### src/rtl/fetch_unit_pkg.sv
`default_nettype none
// ============================================================================
// Module      : fetch_unit_pkg
// Description : Shared constants and types for the rv32i instruction fetch stage.
// Revision    : 1.0 - initial release
// ============================================================================
package fetch_unit_pkg;

    // Canonical rv32i NOP (addi x0, x0, 0), driven whenever decode has nothing valid.
    localparam logic [31:0] INST_NOP = 32'h0000_0013;

    typedef struct packed {
        logic [31:0] pc;
        logic [31:0] inst;
    } fetch_entry_t;

    function automatic logic [31:0] word_align(input logic [31:0] a);
        return a & 32'hFFFF_FFFC;
    endfunction

endpackage
`default_nettype wire

### src/rtl/fetch_fifo.sv
`default_nettype none
// ============================================================================
// Module      : fetch_fifo
// Description : Synchronous prefetch FIFO of {pc, inst} with clear and count.
// Revision    : 1.0 - initial release
// ============================================================================
module fetch_fifo
    import fetch_unit_pkg::*;
#(
    parameter int DEPTH = 4
) (
    input  logic                   clk,
    input  logic                   rst,
    input  logic                   i_push,
    input  logic                   i_pop,
    input  logic                   i_clear,
    input  fetch_entry_t           i_data,
    output fetch_entry_t           o_head,
    output logic                   o_valid,
    output logic [$clog2(DEPTH):0] o_count
);

    localparam int                   c_addr_w = $clog2(DEPTH);
    localparam logic [c_addr_w:0]    c_full   = (c_addr_w + 1)'(DEPTH);

    fetch_entry_t        r_mem [DEPTH];
    logic [c_addr_w-1:0] r_wptr;
    logic [c_addr_w-1:0] r_rptr;
    logic [c_addr_w:0]   r_count;
    logic                w_rd;
    logic                w_wr;

    assign w_rd = i_pop & (r_count != '0);
    // A push into a full FIFO is only taken when a pop frees the slot in the same cycle.
    assign w_wr = i_push & ((r_count != c_full) | w_rd);

    always_ff @(posedge clk) begin
        if (w_wr && !i_clear) begin
            r_mem[r_wptr] <= i_data;
        end
    end

    always_ff @(posedge clk) begin
        if (rst || i_clear) begin
            r_wptr  <= '0;
            r_rptr  <= '0;
            r_count <= '0;
        end else begin
            if (w_wr) begin
                r_wptr <= r_wptr + 1'b1;
            end
            if (w_rd) begin
                r_rptr <= r_rptr + 1'b1;
            end
            r_count <= r_count + (c_addr_w + 1)'(w_wr) - (c_addr_w + 1)'(w_rd);
        end
    end

    assign o_head  = r_mem[r_rptr];
    assign o_valid = (r_count != '0);
    assign o_count = r_count;

endmodule
`default_nettype wire

### src/rtl/fetch_unit.sv
`default_nettype none
// ============================================================================
// Module      : fetch_unit
// Description : rv32i fetch stage: PC generation, imem req/gnt/rvalid issue,
//               prefetch buffering and redirect flush. Optional macro
//               FETCH_MISALIGN_EXC_EN adds misaligned-redirect halt + flag.
// Revision    : 1.0 - initial release
// ============================================================================
module fetch_unit
    import fetch_unit_pkg::*;
#(
    parameter logic [31:0] RESET_PC   = 32'h0000_0000,
    parameter int          FIFO_DEPTH = 4
) (
    input  logic        clk_i,
    input  logic        rst_i,
    output logic        imem_req_o,
    output logic [31:0] imem_addr_o,
    input  logic        imem_gnt_i,
    input  logic        imem_rvalid_i,
    input  logic [31:0] imem_rdata_i,
    output logic [31:0] fet_inst_o,
    output logic [31:0] fet_pc_o,
    output logic        fet_valid_o,
    input  logic        fet_stall_i,
    input  logic        fet_redir_i,
    input  logic [31:0] fet_redir_pc_i
`ifdef FETCH_MISALIGN_EXC_EN
    ,
    output logic        fet_misalign_o
`endif
);

    localparam int                 c_cnt_w = $clog2(FIFO_DEPTH) + 1;
    localparam logic [c_cnt_w:0]   c_depth = (c_cnt_w + 1)'(FIFO_DEPTH);

    logic [31:0]        r_pc;
    logic [31:0]        r_push_pc;
    logic [c_cnt_w-1:0] r_outst;
    logic [c_cnt_w-1:0] r_drop;

    logic [c_cnt_w-1:0] w_count;
    logic [c_cnt_w-1:0] w_outst_next;
    logic [c_cnt_w:0]   w_inflight;
    logic [31:0]        w_redir_tgt;
    logic               w_halt;
    logic               w_grant;
    logic               w_drop_hit;
    logic               w_push;
    logic               w_pop;
    logic               w_fifo_valid;
    fetch_entry_t       w_head;
    fetch_entry_t       w_push_entry;

`ifdef FETCH_MISALIGN_EXC_EN
    logic r_misalign;

    // Misaligned target latches the flag and stops issue until an aligned redirect.
    always_ff @(posedge clk_i) begin
        if (rst_i) begin
            r_misalign <= 1'b0;
        end else if (fet_redir_i) begin
            r_misalign <= |fet_redir_pc_i[1:0];
        end
    end

    assign w_halt         = r_misalign;
    assign fet_misalign_o = r_misalign;
`else
    assign w_halt = 1'b0;
`endif

    assign w_redir_tgt  = word_align(fet_redir_pc_i);
    assign w_inflight   = {1'b0, w_count} + {1'b0, r_outst};
    assign imem_req_o   = !rst_i && (w_inflight < c_depth) && !w_halt;
    assign imem_addr_o  = word_align(r_pc);
    assign w_grant      = imem_req_o & imem_gnt_i;

    assign w_outst_next = r_outst + c_cnt_w'(w_grant) - c_cnt_w'(imem_rvalid_i);
    assign w_drop_hit   = imem_rvalid_i & (r_drop != '0);
    assign w_push       = imem_rvalid_i & !w_drop_hit & !fet_redir_i;
    assign w_pop        = w_fifo_valid & !fet_stall_i & !fet_redir_i;
    assign w_push_entry = '{pc: r_push_pc, inst: imem_rdata_i};

    always_ff @(posedge clk_i) begin
        if (rst_i) begin
            r_pc      <= RESET_PC;
            r_push_pc <= RESET_PC;
            r_outst   <= '0;
            r_drop    <= '0;
        end else begin
            r_outst <= w_outst_next;
            if (fet_redir_i) begin
                // Everything still in flight after this cycle belongs to the old stream.
                r_pc      <= w_redir_tgt;
                r_push_pc <= w_redir_tgt;
                r_drop    <= w_outst_next;
            end else begin
                if (w_grant) begin
                    r_pc <= r_pc + 32'd4;
                end
                if (w_push) begin
                    r_push_pc <= r_push_pc + 32'd4;
                end
                if (w_drop_hit) begin
                    r_drop <= r_drop - 1'b1;
                end
            end
        end
    end

    fetch_fifo #(
        .DEPTH (FIFO_DEPTH)
    ) u_fifo (
        .clk     (clk_i),
        .rst     (rst_i),
        .i_push  (w_push),
        .i_pop   (w_pop),
        .i_clear (fet_redir_i),
        .i_data  (w_push_entry),
        .o_head  (w_head),
        .o_valid (w_fifo_valid),
        .o_count (w_count)
    );

    assign fet_valid_o = w_fifo_valid;
    assign fet_inst_o  = w_fifo_valid ? w_head.inst : INST_NOP;
    assign fet_pc_o    = w_fifo_valid ? w_head.pc   : 32'h0000_0000;

endmodule
`default_nettype wire

### config.mk
export PLATFORM = sky130hd
export DESIGN_NAME = fetch_unit
export DESIGN_NICKNAME = d
export VERILOG_FILES = /design/src/rtl/fetch_unit_pkg.sv /design/src/rtl/fetch_fifo.sv /design/src/rtl/fetch_unit.sv
export SDC_FILE = /design/constraint.sdc
export NUM_CORES = 1
export LEC_CHECK = 0
export ABC_AREA = 1
export CORE_MARGIN = 1
export CORE_UTILIZATION = 25
export DETAILED_ROUTE_END_ITERATION = 10
export MAX_ROUTING_LAYER = met4
export PLACE_DENSITY = 0.48
export SETUP_SLACK_MARGIN = 0.2
export SYNTH_ARGS = -nofsm -noshare
export SYNTH_HDL_FRONTEND = slang
export SYNTH_SLANG_ARGS = --single-unit
export TNS_END_PERCENT = 50
### constraint.sdc
create_clock -name clk_i -period 6.7 [get_ports clk_i]
set_clock_uncertainty 0.1 [all_clocks]
set_input_delay 1.34 -clock clk_i [delete_from_list [all_inputs] [get_ports clk_i]]
set_output_delay 1.34 -clock clk_i [all_outputs]
set_load 0.005 [all_outputs]
# Word level (Yosys, flattened, before mapping)
# Memories as Yosys holds them, arrays and structs flattened. A register that Yosys moved wholly into a read port is not among the register bits.
# Index checks and enable logic that the tools add are counted.
[word_totals] latch_bits=0 mem_bits_ro=0 memories=1 input_bits=70 out_inout_bits=98 register_bits=77 word_cells=56 ram_bits=256
[op_classes] n_mux=12 div_mod_pow=0 bitwise_logic=9 n_addsub=10 n_mul=0 eq_ne=1 n_shift=0 reduce_logical=13 magnitude_cmp=1
[memory_table] memory="u_fifo.r_mem" words=4 word_bits=64 rd=1 rd_clocked_by_memory_dff=1 wr=1 line_no="fetch_fifo.sv:26" rtl="fetch_entry_t r_mem [DEPTH];"
[op_table] op="$mux 32" n=6
[op_table] op="$add 32x3->32 const B" n=2
[op_table] op="$and 1x1->1" n=8
[op_table] op="$add 3x1->3" n=2
[op_table] op="$mux 3" n=2
[op_table] op="$reduce_bool 2->1" n=3
[op_table] op="$reduce_bool 3->1" n=2
[op_table] op="$sub 3x1->3" n=2
[op_table] op="$add 2x1->2 const B" n=2
[op_table] op="$add 3x3->4" n=1
[op_table] op="$logic_not 1->1" n=4
[op_table] op="$lt 4x3->1 const B" n=1
[op_table] op="$mux 2" n=2
[op_table] op="$ne 3x3->1 const B" n=1
[op_table] op="$sub 3x1->3 const B" n=1
[op_table] op="$logic_and 1x1->1" n=2
[op_table] op="$mux 1" n=2
[op_table] op="$reduce_or 2->1" n=1
[op_table] op="$logic_or 1x1->1" n=1
[op_table] op="$or 1x1->1" n=1

# Depth between registers and ports, before layout
# Gate-level depths: netlist of the first run.
[logic_depth] depth_word=9 mapped_depth=13 mapped_depth_nobuf=13

# Cells and area by module
# From an unflattened synthesis of the first run, not the netlist that was laid out.
[unflattened] cells_unflattened=1575 hier_area_um2=15075.7
[by_module_without_submodules] module="fetch_fifo" seq_area_each_um2=7867.5 instances=1 cells_per_inst=691 area_each_um2=10000.8
[by_module_without_submodules] module="fetch_unit" seq_area_each_um2=1321.3 instances=1 cells_per_inst=884 area_each_um2=5074.9

# Worst setup path after synthesis of the first run
# Ideal clock, no wire load.
[synth_timing] kind="input to register" from="in fet_redir_i" to="mem u_fifo.r_mem[0][0] (netlist bit), enable pin" n_path_buf=1 stages=4 setup_time_ns=0.482 arrival_time_ns=4.402 t_required_ns=6.118 slack_ns=1.716 cell_sequence="buf_4 > nor2_4 > o21ai_2 > nor2_1"
[synth_via] elab_chain_cells=8 elab_cells_between_ends=9 classes_between="mux: 2; bitwise: 5; reduce/logical: 2"
[synth_lines] element="start: declaration" line_no="fetch_unit.sv:26" rtl="input logic fet_redir_i,"
[synth_lines] element="$logic_not 1->1 (*)" line_no="fetch_fifo.sv:38, fetch_unit.sv:81, fetch_unit.sv:82"
[synth_lines] element="$and 1x1->1" line_no="fetch_unit.sv:82" rtl="assign w_pop = w_fifo_valid & !fet_stall_i & !fet_redir_i;"
[synth_lines] element="$and 1x1->1" line_no="fetch_fifo.sv:33" rtl="assign w_rd = i_pop & (r_count != '0);"
[synth_lines] element="$or 1x1->1" line_no="fetch_fifo.sv:35" rtl="assign w_wr = i_push & ((r_count != c_full) | w_rd);"
[synth_lines] element="$and 1x1->1" line_no="fetch_fifo.sv:35"
[synth_lines] element="$logic_and 1x1->1 (*)" line_no="fetch_fifo.sv:38" rtl="if (w_wr && !i_clear) begin"
[synth_lines] element="$mux 1 (*)" line_no="fetch_fifo.sv:38"
[synth_lines] element="$mux 1 (implied by the code) (*)" line_no="fetch_fifo.sv:39" rtl="r_mem[r_wptr] <= i_data;"
[synth_lines] element="end: declaration" line_no="fetch_fifo.sv:26"
# Every way passes the cells marked *; elsewhere a longest branch is shown, timed or not.

==> results of run 1 <==
-- power by group through the flow --
stage	clock (mW)	combinational (mW)	sequential, mW
2_1_floorplan	0	0.236	2.33
3_3_place_gp	0	0.426	2.35
3_5_place_dp	0	0.433	2.35
4_1_cts	2.18	0.436	2.31
5_1_grt	2.25	0.483	2.32
6_report	2.11	0.427	2.31
-- routing by layer --
| metal | up-vias | part of all wire [%] | GRT usage [%] |
|---|---|---|---|
| met5 | - | 0 | - |
| met4 | 0 | 2.1 | 3.69 |
| met3 | 57 | 4.9 | 2.93 |
| met2 | 262 | 46 | 23.0 |
| met1 | 5276 | 47 | 18.8 |
| li1 | 5493 | - | - |
-- per-stage QoR --
step	setup slack (ns)	utilization [%]	instance area, um^2	std cells	power [mW]
after CTS	1.81	31.6	18300	2492	4.92
after detailed placement	2.09	29.4	17000	2422	2.78
after floorplan	1.72	-	14600	1552	2.56
after global placement	2.08	29.4	17000	2422	2.78
after global routing	1.70	31.6	18300	2493	5.05
final	2.05	31.6	18300	2493	4.84
-- worst min-delay path by stage --
stage	from	cells past startpoint	slack, ns	endpoint
6_report	u_fifo.r_rptr[0]	1	0.38	u_fifo.r_rptr[0]
3_3_place_gp	u_fifo.r_rptr[1]	2	0.35	flip-flop
5_1_grt	u_fifo.r_rptr[0]	1	0.40	u_fifo.r_rptr[0]
3_5_place_dp	u_fifo.r_rptr[1]	2	0.36	flip-flop
4_1_cts	u_fifo.r_rptr[0]	1	0.38	flip-flop
2_1_floorplan	u_fifo.r_rptr[1]	2	0.34	flip-flop
-- state kept, by name (all words and copies together), names as in the netlist, named ones only --
signal / count
r_push_pc: 30
u_fifo.r_rptr: 2
u_fifo.r_mem: 248
u_fifo.r_wptr: 2
r_drop: 3
r_outst: 3
r_pc: 30
u_fifo.o_count: 3
-- area by class of cell --
type | count | area [um^2]
Fill cell | 5999 | 39500
Sequential cell | 323 | 8950
Multi-Input combinational cell | 1036 | 4940
Timing Repair Buffer | 175 | 1710
Clock buffer | 48 | 1010
Tap cell | 765 | 957
Inverter | 123 | 465
Clock inverter | 22 | 253
Antenna cell | 1 | 2.50
-- kinds of logic after synthesis --
group,share of synthesized area (%)
AOI/OAI and AO/OA,11.0
xor gates and xnor gates,1.14
adders and majority gates,1.47
buffers and inverters,5.42
DFF,61.2
other,0.0256
and+or+nand+nor,19.8
-- cells in the mapped netlist (2+ instances only) --
| cell type | instances | area [um^2] |
|---|---|---|
| o21bai_1 | 3 | 22.5 |
| a21oi_1 | 118 | 591 |
| o21ai_1 | 17 | 85.1 |
| nand4_1 | 7 | 43.8 |
| inv_1 | 113 | 424 |
| inv_2 | 9 | 33.8 |
| o311ai_0 | 2 | 17.5 |
| nor2_4 | 13 | 146 |
| buf_1 | 3 | 11.3 |
| fa_1 | 2 | 40.0 |
| or2_2 | 2 | 12.5 |
| nand3_1 | 66 | 330 |
| nor2_1 | 331 | 1240 |
| nand2_2 | 9 | 56.3 |
| o211ai_1 | 2 | 15.0 |
| and2_1 | 4 | 25.0 |
| edfxtp_1 | 248 | 7450 |
| buf_4 | 8 | 60.1 |
| nand2_4 | 2 | 22.5 |
| xor2_1 | 15 | 131 |
| clkbuf_1 | 30 | 113 |
| o21ai_0 | 156 | 781 |
| xnor2_1 | 4 | 35.0 |
| nor2_2 | 14 | 87.6 |
| a31oi_1 | 11 | 68.8 |
| buf_2 | 29 | 145 |
| nand2_1 | 231 | 867 |
| nand3_2 | 2 | 20.0 |
| ha_1 | 14 | 175 |
| dfxtp_1 | 75 | 1500 |
-- critical path: stages, from the launching register on --
cell             delay (ns)
dfxtp_4                0.48
inv_2                  0.70
buf_4                  0.43
o21ai_0                0.14
a21oi_1                0.30
clkdlybuf4s50_1        0.57
==> run metrics, run 1 <==
Nets between 1500 and 2000; DR pass1 iterations 5; RR Endpoint u_fifo.o_count[2]; initial core utilization 25.3%; sw frac 24.0%; Yosys reg bits ~320; core area 57800 um^2; YS warnings 0; post-cts hold buffer count 0; max-cap viol count 0; worst path arrival time 3.21 ns; Area growth, synth to finish 25.0%; WP data required 5.26 ns; CTS tree done; Worst-Margin Slew roughly 1.1 ns; Critical R2R Launch u_fifo.o_count[1]; initial antenna violation count 1; global route overflow 0; Main synth FF type edfxtp_1; static leakage around 6.3 nW; die width 244 um; final wirelength 42100 um; initial drt markers ~640; clock share of power 43.5%; critical path class reg2out; final hold slack 0.376 ns; commonest non-fill, non-tap cells in the layout nor2_1 (327), edfxtp_1 (248), nand2_1 (231), clkdlybuf4s50_1 (159), o21ai_0 (156); max-slew violation count 0; Final TNS setup 0 ns; final setup vio count 0; vias between 10000 and 15000; status finished clean; Clock H-tree levels 2; post-synthesis sequential area ratio slightly above 60%; Clock Pin Slew Worst Setup and Hold Paths 0.06 ns; unrepaired setup endpoints after global routing no; gpl congestion roughly 0.82; Synth cell types 39; IO Count 168; CP endpoint kind output pin; final hold violation count 0; syn_area_per_cell 9.45 um^2; worst hold path type reg2reg; residual DRC count 0; number of synthesized flops with an enable pin 248; fmax 215 MHz; Comb pwr share 8.8%; pin count of the biggest net entering global routing between 80 and 90; insertion delay to the later sink of the worst-skew pair 0.54 ns; total CTS buffers 38; Final ANT Viol Nets 0; Post-Syn Instances approximately 1500; worst-path fanout max 52; commonest non-fill, non-tap cell in the layout nor2_1; port buffer count 161; Power Internal 3.68 mW; reg2reg setup slack 3.31 ns; HPWL after detailed placement 26000 um; layout cells sized above 1 under 10%; worst vdd ir 0.143 mV; first-pass GRT wire length 64500 um; clock net sink count 323; Post-CTS Setup Inserts 0; Root Driver clkbuf_16; Rel. slew slack between 20% and 30%; Worst R2R Path Depth 13; die height 244 um; vias in the first global route 10974; Setup crit start kind flip-flop; vias per cell 4.45; die area 59500 um^2; pwr/cell area roughly 260 nW/um^2; total track usage between 10 and 15%; WL/cell about 17 um; asr flop ratio synth 0%; NetSw 1.16 mW; Clock Tree Buf Depth 3; post-CTS sizing 0; fin crit period 4.65 ns; Critical Path Sink fet_pc_o[20]; post-synthesis cell area between 10000 and 15000 um^2; sequential group share of total power a little under half; Std-Cell Rows a little under 90; crit share post-route between 60% and 70%
Note: power is estimated with default switching activity, not from simulation.
==> run 2, diff against run 1 <==
==> constraint.sdc (replaced) <==
create_clock -name clk_i -period 4.7 [get_ports clk_i]
set_clock_uncertainty 0.1 [all_clocks]
set_input_delay 0.94 -clock clk_i [delete_from_list [all_inputs] [get_ports clk_i]]
set_output_delay 0.94 -clock clk_i [all_outputs]
set_load 0.005 [all_outputs]
==> run 2 against run 1 <==
  * Highest routed layer unchanged
  * Sequential power increased by 42%
  * Sequential share of layout area increased by 0.13 points
  * Critical path depth up 1
==> run metrics, run 2 (synthesis gave the netlist of run 1 again) <==
status finished clean; WL/cell 16.6 um (-1.5%); fin cells 2490 (-0.12%); final setup vio count 0 (unchanged); Area growth, synth to finish 24.6%; # diodes 0 (-1); placed cells 2422 (unchanged); vias per cell 4.40 (-1.0%); first-pass GRT wire length 62900 um (-2.6%); kind of cell adding the most delay to the critical path buffers and inverters; commonest non-fill, non-tap cells in the layout nor2_1 (327), edfxtp_1 (248), nand2_1 (231), clkdlybuf4s50_1 (159), o21ai_0 (156); commonest non-fill, non-tap cell in the layout nor2_1; Nets 1783 (unchanged); gpl congestion 0.830 (+0.95%); vias in the first global route 10894 (-0.73%); Clock Pin Slew Worst Setup and Hold Paths 0.06 ns (about the same); fillers 5970 (-0.48%); CTS tree done; die width 244 um (unchanged); worst vdd ir 0.223 mV (+56%); initial antenna violation count 0 (-1); Std-Cell Rows 88 (unchanged); Root Driver clkbuf_16; initial core utilization 25.3% (unchanged); vias 10960 (-1.2%); die area 59500 um^2 (unchanged); Largest Register u_fifo.r_mem; Clock H-tree levels 2 (unchanged); reg2reg setup slack 1.88 ns (-1.43 ns); sequential cell area 8950 um^2 (unchanged); pwr/cell area 364 nW/um^2 (+37%); max reg flops 248 (unchanged); fmax ~250 MHz; total track usage 14.1% (-0.36 points); worst path arrival time 2.93 ns (-0.28 ns); max-cap viol count 0 (unchanged); Worst-Margin Slew 1.08 ns (+0.0225 ns); layout cells sized above 1 7.48% (-0.22 points); static leakage 6.28 nW (-0.65%); clock net sink count 323 (unchanged); die height 244 um (unchanged); Final TNS setup 0 ns (unchanged); residual DRC count 0 (unchanged); unrepaired setup endpoints after global routing no; final wirelength 41400 um (-1.6%); Setup crit start kind flip-flop; global route overflow 0 (unchanged); critical path class reg2out; IO Count 168 (unchanged); final hold slack 0.365 ns (-0.0108 ns); Slowest Stage Delay on Critical Path 0.58 ns (-0.12 ns); slowest CP cell clkinv_2; initial drt markers 642 (-0.31%); insertion delay to the later sink of the worst-skew pair 0.56 ns (+0.02 ns); area of the multi-input gates 4940 um^2 (unchanged); core area 57800 um^2 (unchanged); max-slew violation count 0 (unchanged); Clock Tree Buf Depth 3 (unchanged); post-CTS sizing 0 (unchanged); post-cts hold buffer count 0 (unchanged); CP bufs+invs 3 (unchanged); fin crit period 3.97 ns; HPWL after detailed placement 25000 um (-4.0%); CP endpoint kind output pin; total CTS buffers 38 (unchanged); final hold violation count 0 (unchanged); port buffer count 161 (unchanged); DR pass1 iterations 7 (+2); pin count of the biggest net entering global routing 125 (+47%); Final ANT Viol Nets 0 (unchanged); biggest regs u_fifo.r_mem (248), r_pc (30), r_push_pc (30); Post-CTS Setup Inserts 0 (unchanged); CP Cell Sequence clkinv_2 -> buf_4 -> nor2_1 -> o21ai_0 -> a21oi_1 -> clkdlybuf4s50_1; worst-path fanout max 40 (-23%); Rel. slew slack 27.9% (-1.7 points); WP data required 3.66 ns (-1.60 ns); crit share post-route a little over four fifths; total power 6.64 mW (+37%); worst hold path type reg2reg
-- run 2: cell count changes in the layout (fill, tap and decap cells not counted) --
| cell | previous run | this run |
|---|---|---|
| buf_12 | 0 | 6 |
| clkbuf_16 | 39 | 38 |
| clkinv_1 | 6 | 7 |
| clkbuf_1 | 9 | 10 |
| diode_2 | 1 | 0 |
| clkbuf_8 | 0 | 1 |
| bufinv_16 | 5 | 0 |
| inv_6 | 0 | 2 |
| clkinv_2 | 9 | 6 |
| clkinvlp_4 | 1 | 2 |
| inv_16 | 0 | 2 |
| clkinv_8 | 2 | 1 |
| buf_4 | 14 | 8 |
-- run 2: final cells by class --
| class | count | area share [%] |
|---|---|---|
| clock buffers | 49 | 5.50 |
| clock inverters | 19 | 0.768 |
| inverters | 123 | 2.55 |
| multi-input cells | 1036 | 27.1 |
| flip-flops and latches | 323 | 49.1 |
| well taps | 765 | 5.25 |
| repair buffers | 175 | 9.77 |
-- run 2: where the power goes --
part | internal (mW) | leakage (nW) | total [mW] | switching [mW]
Combinational | 0.259 | 2.83 | 0.618 | 0.360
Sequential | 3.19 | 2.89 | 3.29 | 0.0990
Clock | 1.53 | 0.554 | 2.73 | 1.20
Total | 4.98 | 6.28 | 6.64 | 1.66
-- run 2: stage by stage --
| step | area (um^2) | util, % | setup slack, ns |
|---|---|---|---|
| floorplan | 14600 | - | 0.116 |
| global placement | 17100 | 29.6 | 1.20 |
| detailed placement | 17100 | 29.6 | 1.20 |
| CTS | 18200 | 31.5 | 0.607 |
| global route | 18200 | 31.5 | 0.493 |
| finish | 18200 | 31.5 | 0.729 |
-- run 2: worst paths after layout --
check,from,endpoint,cells after the start
max,flip-flop,fet_inst_o[18],6
min,u_fifo.r_rptr[0],flip-flop,1
max reg2reg,u_fifo.o_count[2],r_drop[2],13
min reg2reg,u_fifo.r_rptr[0],flip-flop,1
-- run 2: routing by layer --
layer / global-route usage (%) / vias to the layer above / wire [um]
li1: - / 5497 / -
met1: 18.4 / 5127 / 19500
met2: 22.3 / 271 / 19000
met3: 2.53 / 65 / 1970
met4: 4.30 / 0 / 915
met5: - / - / 0
